### config.mk
export PLATFORM = sky130hd
export DESIGN_NAME = lcd_scan
export DESIGN_NICKNAME = d
export VERILOG_FILES = /design/src/rtl/z88_lcd_pkg.sv /design/src/rtl/lcd_timing.sv /design/src/rtl/lcd_scan.sv
export SDC_FILE = /design/constraint.sdc
export NUM_CORES = 1
export LEC_CHECK = 0
export BUFFER_PORTS_ARGS = -buffer_cell sky130_fd_sc_hd__buf_2
export CAP_MARGIN = 0
export CORE_ASPECT_RATIO = 0.75
export CORE_MARGIN = 5
export CORE_UTILIZATION = 56
export DETAILED_ROUTE_END_ITERATION = 8
export HOLD_SLACK_MARGIN = 0.02
export MAX_ROUTING_LAYER = met4
export PLACE_DENSITY = 0.82
export SYNTH_ARGS = -nofsm -noshare
export SYNTH_HDL_FRONTEND = slang
export SYNTH_SLANG_ARGS = --single-unit
### constraint.sdc
create_clock -name mck -period 3.8 [get_ports mck]
set_input_delay 0.95 -clock mck [delete_from_list [all_inputs] [get_ports mck]]
set_output_delay 0.95 -clock mck [all_outputs]
set_load 0.02 [all_outputs]
### src/rtl/z88_lcd_pkg.sv
// +----------------------------------------------------------------------------+
// | z88_lcd_pkg : shared constants for the Z88 LCD nibble frame buffer         |
// |               (geometry, VRAM address map, RGB444 palette)                 |
// | Revision    : 1.0 - initial release                                        |
// +----------------------------------------------------------------------------+
`default_nettype none

package z88_lcd_pkg;
   localparam int LCD_LINES   = 64;
   localparam int LCD_NIBBLES = 160;
   localparam int VRAM_AW     = 14;

   // vram_a = {line, nibble column}; renderer and scanner must agree on this split
   localparam int VA_COL_W  = 8;
   localparam int VA_LINE_W = 6;

   localparam logic [11:0] RGB_BLANK  = 12'h000;
   localparam logic [11:0] RGB_BORDER = 12'h333;
   localparam logic [11:0] RGB_DOT    = 12'h1F2;
   localparam logic [11:0] RGB_BG     = 12'hCDB;

   function automatic logic [VRAM_AW-1:0] vram_addr(input logic [VA_LINE_W-1:0] line,
                                                     input logic [VA_COL_W-1:0]  col);
      return {line, col};
   endfunction
endpackage

`default_nettype wire

### src/rtl/lcd_timing.sv
// +----------------------------------------------------------------------------+
// | lcd_timing : VGA-style raster counters with registered syncs, de and sof   |
// | Revision   : 1.0 - initial release                                         |
// +----------------------------------------------------------------------------+
`default_nettype none

module lcd_timing #(
   parameter int H_ACTIVE = 640,
   parameter int H_FP     = 16,
   parameter int H_SYNC   = 96,
   parameter int H_BP     = 48,
   parameter int V_ACTIVE = 480,
   parameter int V_FP     = 10,
   parameter int V_SYNC   = 2,
   parameter int V_BP     = 33,
   parameter int SYNC_POL = 0,
   parameter int HCW      = 10,
   parameter int VCW      = 10
) (
   input  logic           mck,
   input  logic           rin,
   input  logic           i_pix_ce,
   output logic [HCW-1:0] o_hcnt,
   output logic [VCW-1:0] o_vcnt,
   output logic           o_line_end,
   output logic           o_vis,
   output logic           o_hsync,
   output logic           o_vsync,
   output logic           o_de,
   output logic           o_sof
);
   localparam int H_TOTAL = H_ACTIVE + H_FP + H_SYNC + H_BP;
   localparam int V_TOTAL = V_ACTIVE + V_FP + V_SYNC + V_BP;

   localparam logic [HCW-1:0] c_H_LAST = HCW'(H_TOTAL - 1);
   localparam logic [HCW-1:0] c_H_ACT  = HCW'(H_ACTIVE);
   localparam logic [HCW-1:0] c_HS_BEG = HCW'(H_ACTIVE + H_FP);
   localparam logic [HCW-1:0] c_HS_END = HCW'(H_ACTIVE + H_FP + H_SYNC);
   localparam logic [VCW-1:0] c_V_LAST = VCW'(V_TOTAL - 1);
   localparam logic [VCW-1:0] c_V_ACT  = VCW'(V_ACTIVE);
   localparam logic [VCW-1:0] c_VS_BEG = VCW'(V_ACTIVE + V_FP);
   localparam logic [VCW-1:0] c_VS_END = VCW'(V_ACTIVE + V_FP + V_SYNC);
   localparam logic           c_SYNC_ON = (SYNC_POL != 0);

   logic [HCW-1:0] r_hcnt;
   logic [VCW-1:0] r_vcnt;
   logic           r_hsync, r_vsync, r_de, r_sof;
   logic           w_line_end, w_vis, w_hs, w_vs;

   always_comb begin
      w_line_end = (r_hcnt == c_H_LAST);
      w_vis      = (r_hcnt < c_H_ACT) && (r_vcnt < c_V_ACT);
      w_hs       = (r_hcnt >= c_HS_BEG) && (r_hcnt < c_HS_END);
      w_vs       = (r_vcnt >= c_VS_BEG) && (r_vcnt < c_VS_END);
   end

   // Outputs describe the current count, so they trail it by one pixel
   always_ff @(posedge mck or posedge rin) begin
      if (rin) begin
         r_hcnt  <= '0;
         r_vcnt  <= '0;
         r_hsync <= !c_SYNC_ON;
         r_vsync <= !c_SYNC_ON;
         r_de    <= 1'b0;
         r_sof   <= 1'b0;
      end else if (i_pix_ce) begin
         r_hcnt <= w_line_end ? '0 : r_hcnt + 1'b1;
         if (w_line_end) begin
            r_vcnt <= (r_vcnt == c_V_LAST) ? '0 : r_vcnt + 1'b1;
         end
         r_hsync <= w_hs ? c_SYNC_ON : !c_SYNC_ON;
         r_vsync <= w_vs ? c_SYNC_ON : !c_SYNC_ON;
         r_de    <= w_vis;
         r_sof   <= (r_hcnt == '0) && (r_vcnt == '0);
      end
   end

   assign o_hcnt     = r_hcnt;
   assign o_vcnt     = r_vcnt;
   assign o_line_end = w_line_end;
   assign o_vis      = w_vis;
   assign o_hsync    = r_hsync;
   assign o_vsync    = r_vsync;
   assign o_de       = r_de;
   assign o_sof      = r_sof;
endmodule

`default_nettype wire

### src/rtl/lcd_scan.sv
// +----------------------------------------------------------------------------+
// | lcd_scan : Z88 LCD frame-buffer scanner - fetches VRAM nibbles, serialises |
// |            them and places the 640x64 screen in a scaled window.           |
// |            Optional RGB444 output enabled by macro LCD_SCAN_RGB_EN.         |
// | Revision : 1.0 - initial release                                           |
// +----------------------------------------------------------------------------+
`default_nettype none

module lcd_scan
   import z88_lcd_pkg::*;
#(
   parameter int H_ACTIVE = 640,
   parameter int H_FP     = 16,
   parameter int H_SYNC   = 96,
   parameter int H_BP     = 48,
   parameter int V_ACTIVE = 480,
   parameter int V_FP     = 10,
   parameter int V_SYNC   = 2,
   parameter int V_BP     = 33,
   parameter int V_SCALE  = 7,
   parameter int V_OFFSET = 16,
   parameter int SYNC_POL = 0
) (
   input  logic               mck,
   input  logic               rin,
   input  logic               pix_ce,
   input  logic               lcdon,
   output logic [VRAM_AW-1:0] vram_a,
   output logic               vram_re,
   input  logic [3:0]         vram_di,
   output logic               hsync,
   output logic               vsync,
   output logic               de,
   output logic               pix,
`ifdef LCD_SCAN_RGB_EN
   output logic [11:0]        rgb,
`endif
   output logic               sof
);
   localparam int H_TOTAL = H_ACTIVE + H_FP + H_SYNC + H_BP;
   localparam int V_TOTAL = V_ACTIVE + V_FP + V_SYNC + V_BP;
   localparam int HCW     = $clog2(H_TOTAL);
   localparam int VCW     = $clog2(V_TOTAL);
   localparam int ZSW     = $clog2(V_SCALE + 1);
   localparam int N_COLS  = (H_ACTIVE / 4 < LCD_NIBBLES) ? H_ACTIVE / 4 : LCD_NIBBLES;

   localparam logic [HCW-1:0] c_H_PREFETCH   = HCW'(H_TOTAL - 4);
   localparam logic [HCW-1:0] c_H_FETCH_LAST = HCW'(4 * N_COLS - 8);
   localparam logic [VCW-1:0] c_V_LAST       = VCW'(V_TOTAL - 1);
   localparam logic [VCW-1:0] c_WIN_PRE      = VCW'(V_OFFSET - 1);
   localparam logic [VCW-1:0] c_WIN_FIRST    = VCW'(V_OFFSET);
   localparam logic [VCW-1:0] c_WIN_LAST     = VCW'(V_OFFSET + LCD_LINES * V_SCALE - 1);
   localparam logic [ZSW-1:0] c_ZSUB_LAST    = ZSW'(V_SCALE - 1);

   logic [HCW-1:0]       w_hcnt;
   logic [VCW-1:0]       w_vcnt, w_vnext;
   logic                 w_line_end, w_vis;
   logic                 w_in_win, w_next_in_win, w_prefetch, w_fetch_col, w_fetch;
   logic [VA_LINE_W-1:0] w_zline_next, w_line;
   logic [VA_COL_W-1:0]  w_col;

   logic [VA_LINE_W-1:0] r_zline;
   logic [ZSW-1:0]       r_zsub;
   logic                 r_vram_re, r_pix;
   logic [VRAM_AW-1:0]   r_vram_a;
   logic [3:0]           r_nib, r_shift;

   lcd_timing #(
      .H_ACTIVE (H_ACTIVE), .H_FP (H_FP), .H_SYNC (H_SYNC), .H_BP (H_BP),
      .V_ACTIVE (V_ACTIVE), .V_FP (V_FP), .V_SYNC (V_SYNC), .V_BP (V_BP),
      .SYNC_POL (SYNC_POL), .HCW (HCW), .VCW (VCW)
   ) u_timing (
      .mck        (mck),
      .rin        (rin),
      .i_pix_ce   (pix_ce),
      .o_hcnt     (w_hcnt),
      .o_vcnt     (w_vcnt),
      .o_line_end (w_line_end),
      .o_vis      (w_vis),
      .o_hsync    (hsync),
      .o_vsync    (vsync),
      .o_de       (de),
      .o_sof      (sof)
   );

   always_comb begin
      w_vnext       = (w_vcnt == c_V_LAST) ? '0 : w_vcnt + 1'b1;
      w_in_win      = (w_vcnt >= c_WIN_FIRST) && (w_vcnt <= c_WIN_LAST);
      w_next_in_win = (w_vnext >= c_WIN_FIRST) && (w_vnext <= c_WIN_LAST);
      w_zline_next  = r_zline;
      if (w_vcnt == c_WIN_PRE) begin
         w_zline_next = '0;
      end else if (w_in_win && (r_zsub == c_ZSUB_LAST)) begin
         w_zline_next = r_zline + 1'b1;
      end
      // Column 0 is fetched at the tail of the previous line, so it needs that line's successor zline
      w_prefetch  = (w_hcnt == c_H_PREFETCH) && w_next_in_win;
      w_fetch_col = (w_hcnt[1:0] == 2'd0) && (w_hcnt <= c_H_FETCH_LAST) && w_in_win;
      w_fetch     = pix_ce && lcdon && (w_prefetch || w_fetch_col);
      w_col       = w_prefetch ? '0 : VA_COL_W'(w_hcnt[HCW-1:2]) + 1'b1;
      w_line      = w_prefetch ? w_zline_next : r_zline;
   end

   always_ff @(posedge mck or posedge rin) begin
      if (rin) begin
         r_zline   <= '0;
         r_zsub    <= '0;
         r_vram_re <= 1'b0;
         r_vram_a  <= '0;
         r_nib     <= '0;
         r_shift   <= '0;
         r_pix     <= 1'b0;
      end else begin
         r_vram_re <= w_fetch;
         if (w_fetch) begin
            r_vram_a <= vram_addr(w_line, w_col);
         end
         if (r_vram_re) begin
            r_nib <= vram_di;
         end
         if (pix_ce) begin
            if (w_line_end) begin
               r_zline <= w_zline_next;
               if ((w_vcnt == c_WIN_PRE) || (w_in_win && (r_zsub == c_ZSUB_LAST))) begin
                  r_zsub <= '0;
               end else if (w_in_win) begin
                  r_zsub <= r_zsub + 1'b1;
               end
            end
            r_shift <= (w_hcnt[1:0] == 2'd3) ? r_nib : {r_shift[2:0], 1'b0};
            r_pix   <= r_shift[3] && w_vis && w_in_win && lcdon;
         end
      end
   end

   assign vram_a  = r_vram_a;
   assign vram_re = r_vram_re;
   assign pix     = r_pix;

`ifdef LCD_SCAN_RGB_EN
   logic [11:0] r_rgb;

   always_ff @(posedge mck or posedge rin) begin
      if (rin) begin
         r_rgb <= RGB_BLANK;
      end else if (pix_ce) begin
         if (!w_vis) begin
            r_rgb <= RGB_BLANK;
         end else if (!w_in_win || !lcdon) begin
            r_rgb <= RGB_BORDER;
         end else begin
            r_rgb <= r_shift[3] ? RGB_DOT : RGB_BG;
         end
      end
   end

   assign rgb = r_rgb;
`endif
endmodule

`default_nettype wire

**Word-level counts from Yosys, hierarchy flattened**

Index checks and enable logic that the tools add are counted.

- Add/subtract/negate cells: 5
- Order comparisons: 11
- Equal/unequal tests: 6
- Multiplexer cells: 11
- Reduce and logical (&&, ||, !) cells: 23

Operators by type and width:

| operator | number |
|---|---|
| $eq 10x10->1 const B | 3 |
| $add 10x1->10 const B | 2 |
| $ge 10x5->1 const B | 2 |
| $le 10x9->1 const B | 2 |
| $logic_not 10->1 | 2 |
| $lt 10x10->1 const B | 2 |
| $lt 10x9->1 const B | 2 |
| $mux 10 | 2 |
| $mux 6 | 3 |
| $logic_and 1x1->1 | 15 |
| $eq 10x4->1 const B | 1 |
| $ge 10x10->1 const B | 1 |
| $ge 10x9->1 const B | 1 |
| $le 10x10->1 const B | 1 |
| $add 8x1->8 const B | 1 |
| $mux 8 | 1 |
| $add 6x1->6 const B | 1 |
| $mux 3 | 2 |
| $mux 4 | 1 |
| $add 3x1->3 const B | 1 |
| $eq 3x3->1 const B | 1 |
| $reduce_and 3->1 | 1 |
| $eq 2x2->1 const B | 1 |
| $logic_not 2->1 | 1 |
| 4 further kinds | 6 |

- Register bits: 57
- Bits of input ports: 8
- Output and inout bits: 20
- Word-level logic and storage cells: 69

**Logic depth before layout (Yosys ltp)**

- Depth in word-level cells: 7
- Gate-level depth with buffers: 12
- Depth with buffers taken out: 9

**Cells and area by module**

A second synthesis with hierarchy kept.

- Cell total of the unflattened synthesis: 360
- Area total of the unflattened synthesis: 3454.6 um^2

Modules (own cells, without submodules):

| module | instances | cells each | area each (um^2) | seq. area each (um^2) |
|---|---|---|---|---|
| lcd_scan | 1 | 230 | 2187.1 | 825.8 |
| lcd_timing | 1 | 130 | 1267.5 | 603.1 |

**Least setup slack after synthesis**

Ideal clock, no wire load.

- Path type: reg-to-reg
- Start: register u_timing.r_vcnt[1], in the netlist u_timing.o_vcnt[1]
- End: register r_vram_a[0], in the netlist vram_a[0]
- Library setup time: 125 ps
- Data arrival time: 2673 ps
- Required time: 3675 ps
- Setup slack: 1002 ps
- Stages on the path, launching flop included: 13
- Path buffers: 3
- Period minus slack after synthesis: 2798 ps
- Cell sequence: dfrtp_1 -> clkbuf_2 -> inv_1 -> ha_1 -> or3b_1 -> a2bb2oi_1 -> or4b_4 -> nand2_4 -> and3_1 -> buf_6 -> o21a_4 -> buf_12 -> mux2_4

- Longest elaborated chain between the ends: 7
- Elaborated cells on any way between the ends: 14
- Those cells by class: add/sub: 1; order compare: 4; eq/ne: 1; mux: 2; reduce/logical: 6

RTL lines:

| element | RTL line | RTL |
|---|---|---|
| start, declared | lcd_timing.sv:46 | `logic [VCW-1:0] r_vcnt;` |
| start signal, assigned | lcd_timing.sv:69 | `r_vcnt <= (r_vcnt == c_V_LAST) ? '0 : r_vcnt + 1'b1;` |
| $add 10x1->10 / $eq 10x10->1 (equally long branches) | lcd_scan.sv:87 | `w_vnext = (w_vcnt == c_V_LAST) ? '0 : w_vcnt + 1'b1;` |
| $mux 10 | lcd_scan.sv:87 |  |
| $ge 10x5->1 / $le 10x9->1 (equally long branches) | lcd_scan.sv:89 | `w_next_in_win = (w_vnext >= c_WIN_FIRST) && (w_vnext <= c_WIN_LAST);` |
| $logic_and 1x1->1 | lcd_scan.sv:89 |  |
| $logic_and 1x1->1 | lcd_scan.sv:97 | `w_prefetch = (w_hcnt == c_H_PREFETCH) && w_next_in_win;` |
| $logic_or 1x1->1 * | lcd_scan.sv:99 | `w_fetch = pix_ce && lcdon && (w_prefetch \|\| w_fetch_col);` |
| $logic_and 1x1->1 * | lcd_scan.sv:99 |  |
| named net w_fetch | lcd_scan.sv:58 | `logic w_in_win, w_next_in_win, w_prefetch, w_fetch_col, w_fetch;` |
| end signal, assigned | lcd_scan.sv:116 | `r_vram_a <= vram_addr(w_line, w_col);` |
| end, declared | lcd_scan.sv:65 | `logic [VRAM_AW-1:0] r_vram_a;` |

Mark *: on every way through the listed nets, which the timed path passes. The rest lies on a longest branch.
A chain may end at the register's enable or synchronous reset.

**Worst setup path in the final report**

- Start: register u_timing.r_vcnt[1], in the netlist u_timing.o_vcnt[1]
- End: register r_vram_a[6], in the netlist vram_a[6]

- Longest elaborated chain between the ends: 7
- Elaborated cells on any way between the ends: 14
- Those cells by class: add/sub: 1; order compare: 4; eq/ne: 1; mux: 2; reduce/logical: 6

RTL lines:

| element | RTL line |
|---|---|
| $add 10x1->10 / $eq 10x10->1 (equally long branches) | lcd_scan.sv:87 |
| $mux 10 | lcd_scan.sv:87 |
| $ge 10x5->1 / $le 10x9->1 (equally long branches) | lcd_scan.sv:89 |
| $logic_and 1x1->1 | lcd_scan.sv:89 |
| $logic_and 1x1->1 | lcd_scan.sv:97 |
| $logic_or 1x1->1 | lcd_scan.sv:99 |
| $logic_and 1x1->1 | lcd_scan.sv:99 |

Several ways; a longest one is shown, not always the timed one.

==> reports/qor.txt <==
most instantiated flip-flop cell in the synthesis netlist: sky130_fd_sc_hd__dfrtp_1
Final Setup Violations: 0
Yosys Warn Count: 0
total of hold buffers inserted after clock tree synthesis: 0
Tightest Pin Transition: 0.8526 ns
Post-Synthesis Net Count: 376
Final Util: 63.14%
Port Buf Inserts: 27
standard-cell rows: 24
Required @ worst endpoint: 4.03 ns
post-layout instance area: 0.003697 mm2
number of nets with antenna violations after detailed routing: 0
Arr. time, crit path: 3.29 ns
DRT Wirelength: 7566 um
Antenna diodes: 0
fraction of post-synthesis cell area in the top cell type by area: 40.64%
Total Neg Setup Slack: 0 ns
Tot GR Track Use: 21.64%
maximum root-to-sink buffer count: 2
RSZ-0062 raised after global routing: no
first-pass detailed-route iteration total: 5
Vert. Die Dim: 77.35 um
leakage power: 1.691 nW
Crit Path Category: reg -> reg
Cell variety after synth: 55
area delta synth->final: 9.162%
clk_skew: 0.01011 ns
largest area contributor in the netlist: sky130_fd_sc_hd__dfrtp_1
cell with the most instances after synthesis: sky130_fd_sc_hd__dfrtp_1
CTS tree: built
portion of the post-synthesis area used by sequential elements: 42.19%
share of the clock period used by the worst path: 80.39%
detailed placement HPWL: 5332 um
CP endpoint kind: register
number of storage elements in the synthesis netlist: 57
starting density of the core: 57.84%
global route overflow: 0
clock tree root buffer cell: sky130_fd_sc_hd__clkbuf_8
clock edge transition at the registers on the reported setup and hold paths: 0.07 ns
status: completed
fin crit period: 3.055 ns
sink count of the clock tree: 57
async set-or-reset flop fraction in the synthesized netlist: 100.0%
number of nets in the layout: 392
cts bufs inserted: 9
via count of the first global-routing pass: 2,565
Via Count: 2,726
number of flops mapped to enable cells by yosys: 0
worst-path fanout max: 11
core area: 0.005856 mm2
Clock Latency Late Sink: 0.35 ns
hold violation count in the final report: 0
DRC violation count after routing: 0
antenna violations before repair: 0
count of instances resized after the clock tree is built: 0
# Post-CTS Setup Buffers: 0
final routed wire length divided by cell count: 16.59 um
IR Drop Worst-Case VDD: 268.1 uV
Worst Hold Margin: 0.4823 ns
Post-Synthesis Cell Area: 0.003387 mm2
number of H-tree levels: 3
fraction of layout instances using a drive strength above 1: 19.58%
PD cells: 425.1 mW/mm2
die area: 0.007720 mm2
pin count of the biggest net entering global routing: 40
GPL Wtd Cong: 0.8772
worst-case register-to-register setup slack: 0.75 ns
synthesized area divided by synthesized cell count: 9.435 um2
number of max-slew violations in the final report: 0
Synth area leaders: sky130_fd_sc_hd__dfrtp_1 41%, sky130_fd_sc_hd__nand2_1 4.8%, sky130_fd_sc_hd__o21ai_0 4.4%
most numerous cell types in the synthesized netlist: 55 x sky130_fd_sc_hd__dfrtp_1, 43 x sky130_fd_sc_hd__nand2_1, 33 x sky130_fd_sc_hd__nor2_1
Die X-Extent: 99.80 um
worst-case setup slack after placement: 0.7708 ns
Max-Slew Margin vs Limit: 42.72%
Tightest Hold Check Type: reg -> reg
Max Fclk: 0.3274 GHz
global-route wire length before repair: 12,800 um
count of mapped cells out of synthesis: 359
count of routing violations after the opening detailed-route iteration: 242
per-cell via count in the routed design: 5.978
number of placed I/O pins: 28
# Max-Cap Violations: 0
Worst Setup Slack, final: 0.7453 ns
kind of start point of the critical path: register
placed inst area: 0.003500 mm2
[state kept, by name, summed over array words and instances (netlist names), 3 cells and up]
name,flops
r_nib,4
r_shift,4
r_zline,6
r_zsub,3
u_timing.o_hcnt,10
u_timing.o_vcnt,10
vram_a,14
[layer usage]
metal	part of all wire, %	up-vias	GRT usage [%]
met5	0	-	-
met4	1.1	0	4.638
met3	6.2	10	7.258
met2	43	91	28.16
met1	49	1322	32.41
li1	-	1303	-
[cells by family after synthesis]
logic type / synth area share [%]
mux: 7.943
fa+ha+maj: 3.325
simple gates: 21.50
compound gates: 14.59
xor+xnor: 4.396
flops: 42.19
buf+inv: 6.058
[metrics by stage]
stage	std cells	power [mW]
after detailed placement	442	0.9716
after global placement	442	0.9647
after global routing	456	1.655
final	456	1.572
after floorplan	359	0.9074
after CTS	456	1.574
[worst paths after layout]
check	from	end	cells past startpoint
max	u_timing.o_vcnt[1]	vram_a[6]	9
min in group asynchronous	rin	vram_a[11]	2
min reg2reg	r_zsub[2]	r_zsub[2]	1
max reg2reg	u_timing.o_vcnt[1]	vram_a[6]	9
min	r_zsub[2]	r_zsub[2]	1
max in group asynchronous	rin	u_timing.o_vsync	3
[cell usage in the layout, fill, tap and decap left out, drive strengths merged, types with 3 or more instances in the layout]
master,n
a21oi,11
a41o,5
and2,4
and3,4
buf,30
clkbuf,10
dfrtp,55
ha,9
inv,15
mux2,15
mux2i,7
nand2,44
nand3,17
nand4,10
nor2,33
nor3,12
nor4,3
o21ai,30
o2bb2ai,5
o31ai,4
or3,5
xnor2,9
xor2,8
[power breakdown]
| group | total [mW] | internal, mW | switching [mW] |
|---|---|---|---|
| Sequential | 0.734 | 0.649 | 0.0848 |
| Clock | 0.602 | 0.360 | 0.242 |
| Combinational | 0.236 | 0.0964 | 0.140 |
| Total | 1.57 | 1.10 | 0.467 |
[final cells by class]
type	instances	area, um2
sequential	57	1429
clock buffer	10	127.6
clock inverter	4	70.07
multi-input combinational	262	1759
timing repair buffer	30	157.7
tap	78	97.59
inverter	15	56.30
fill	502	2158
[critical path: stages (launching register included)]
cell,delay [ns]
sky130_fd_sc_hd__dfrtp_1,0.47
sky130_fd_sc_hd__inv_1,0.11
sky130_fd_sc_hd__ha_1,0.14
sky130_fd_sc_hd__or3b_1,0.43
sky130_fd_sc_hd__a2bb2oi_1,0.16
sky130_fd_sc_hd__or4b_4,0.53
sky130_fd_sc_hd__nand2_4,0.09
sky130_fd_sc_hd__and3_1,0.36
sky130_fd_sc_hd__o21a_4,0.30
sky130_fd_sc_hd__mux2_2,0.36
No activity file was read; power rests on OpenSTA's default activity.
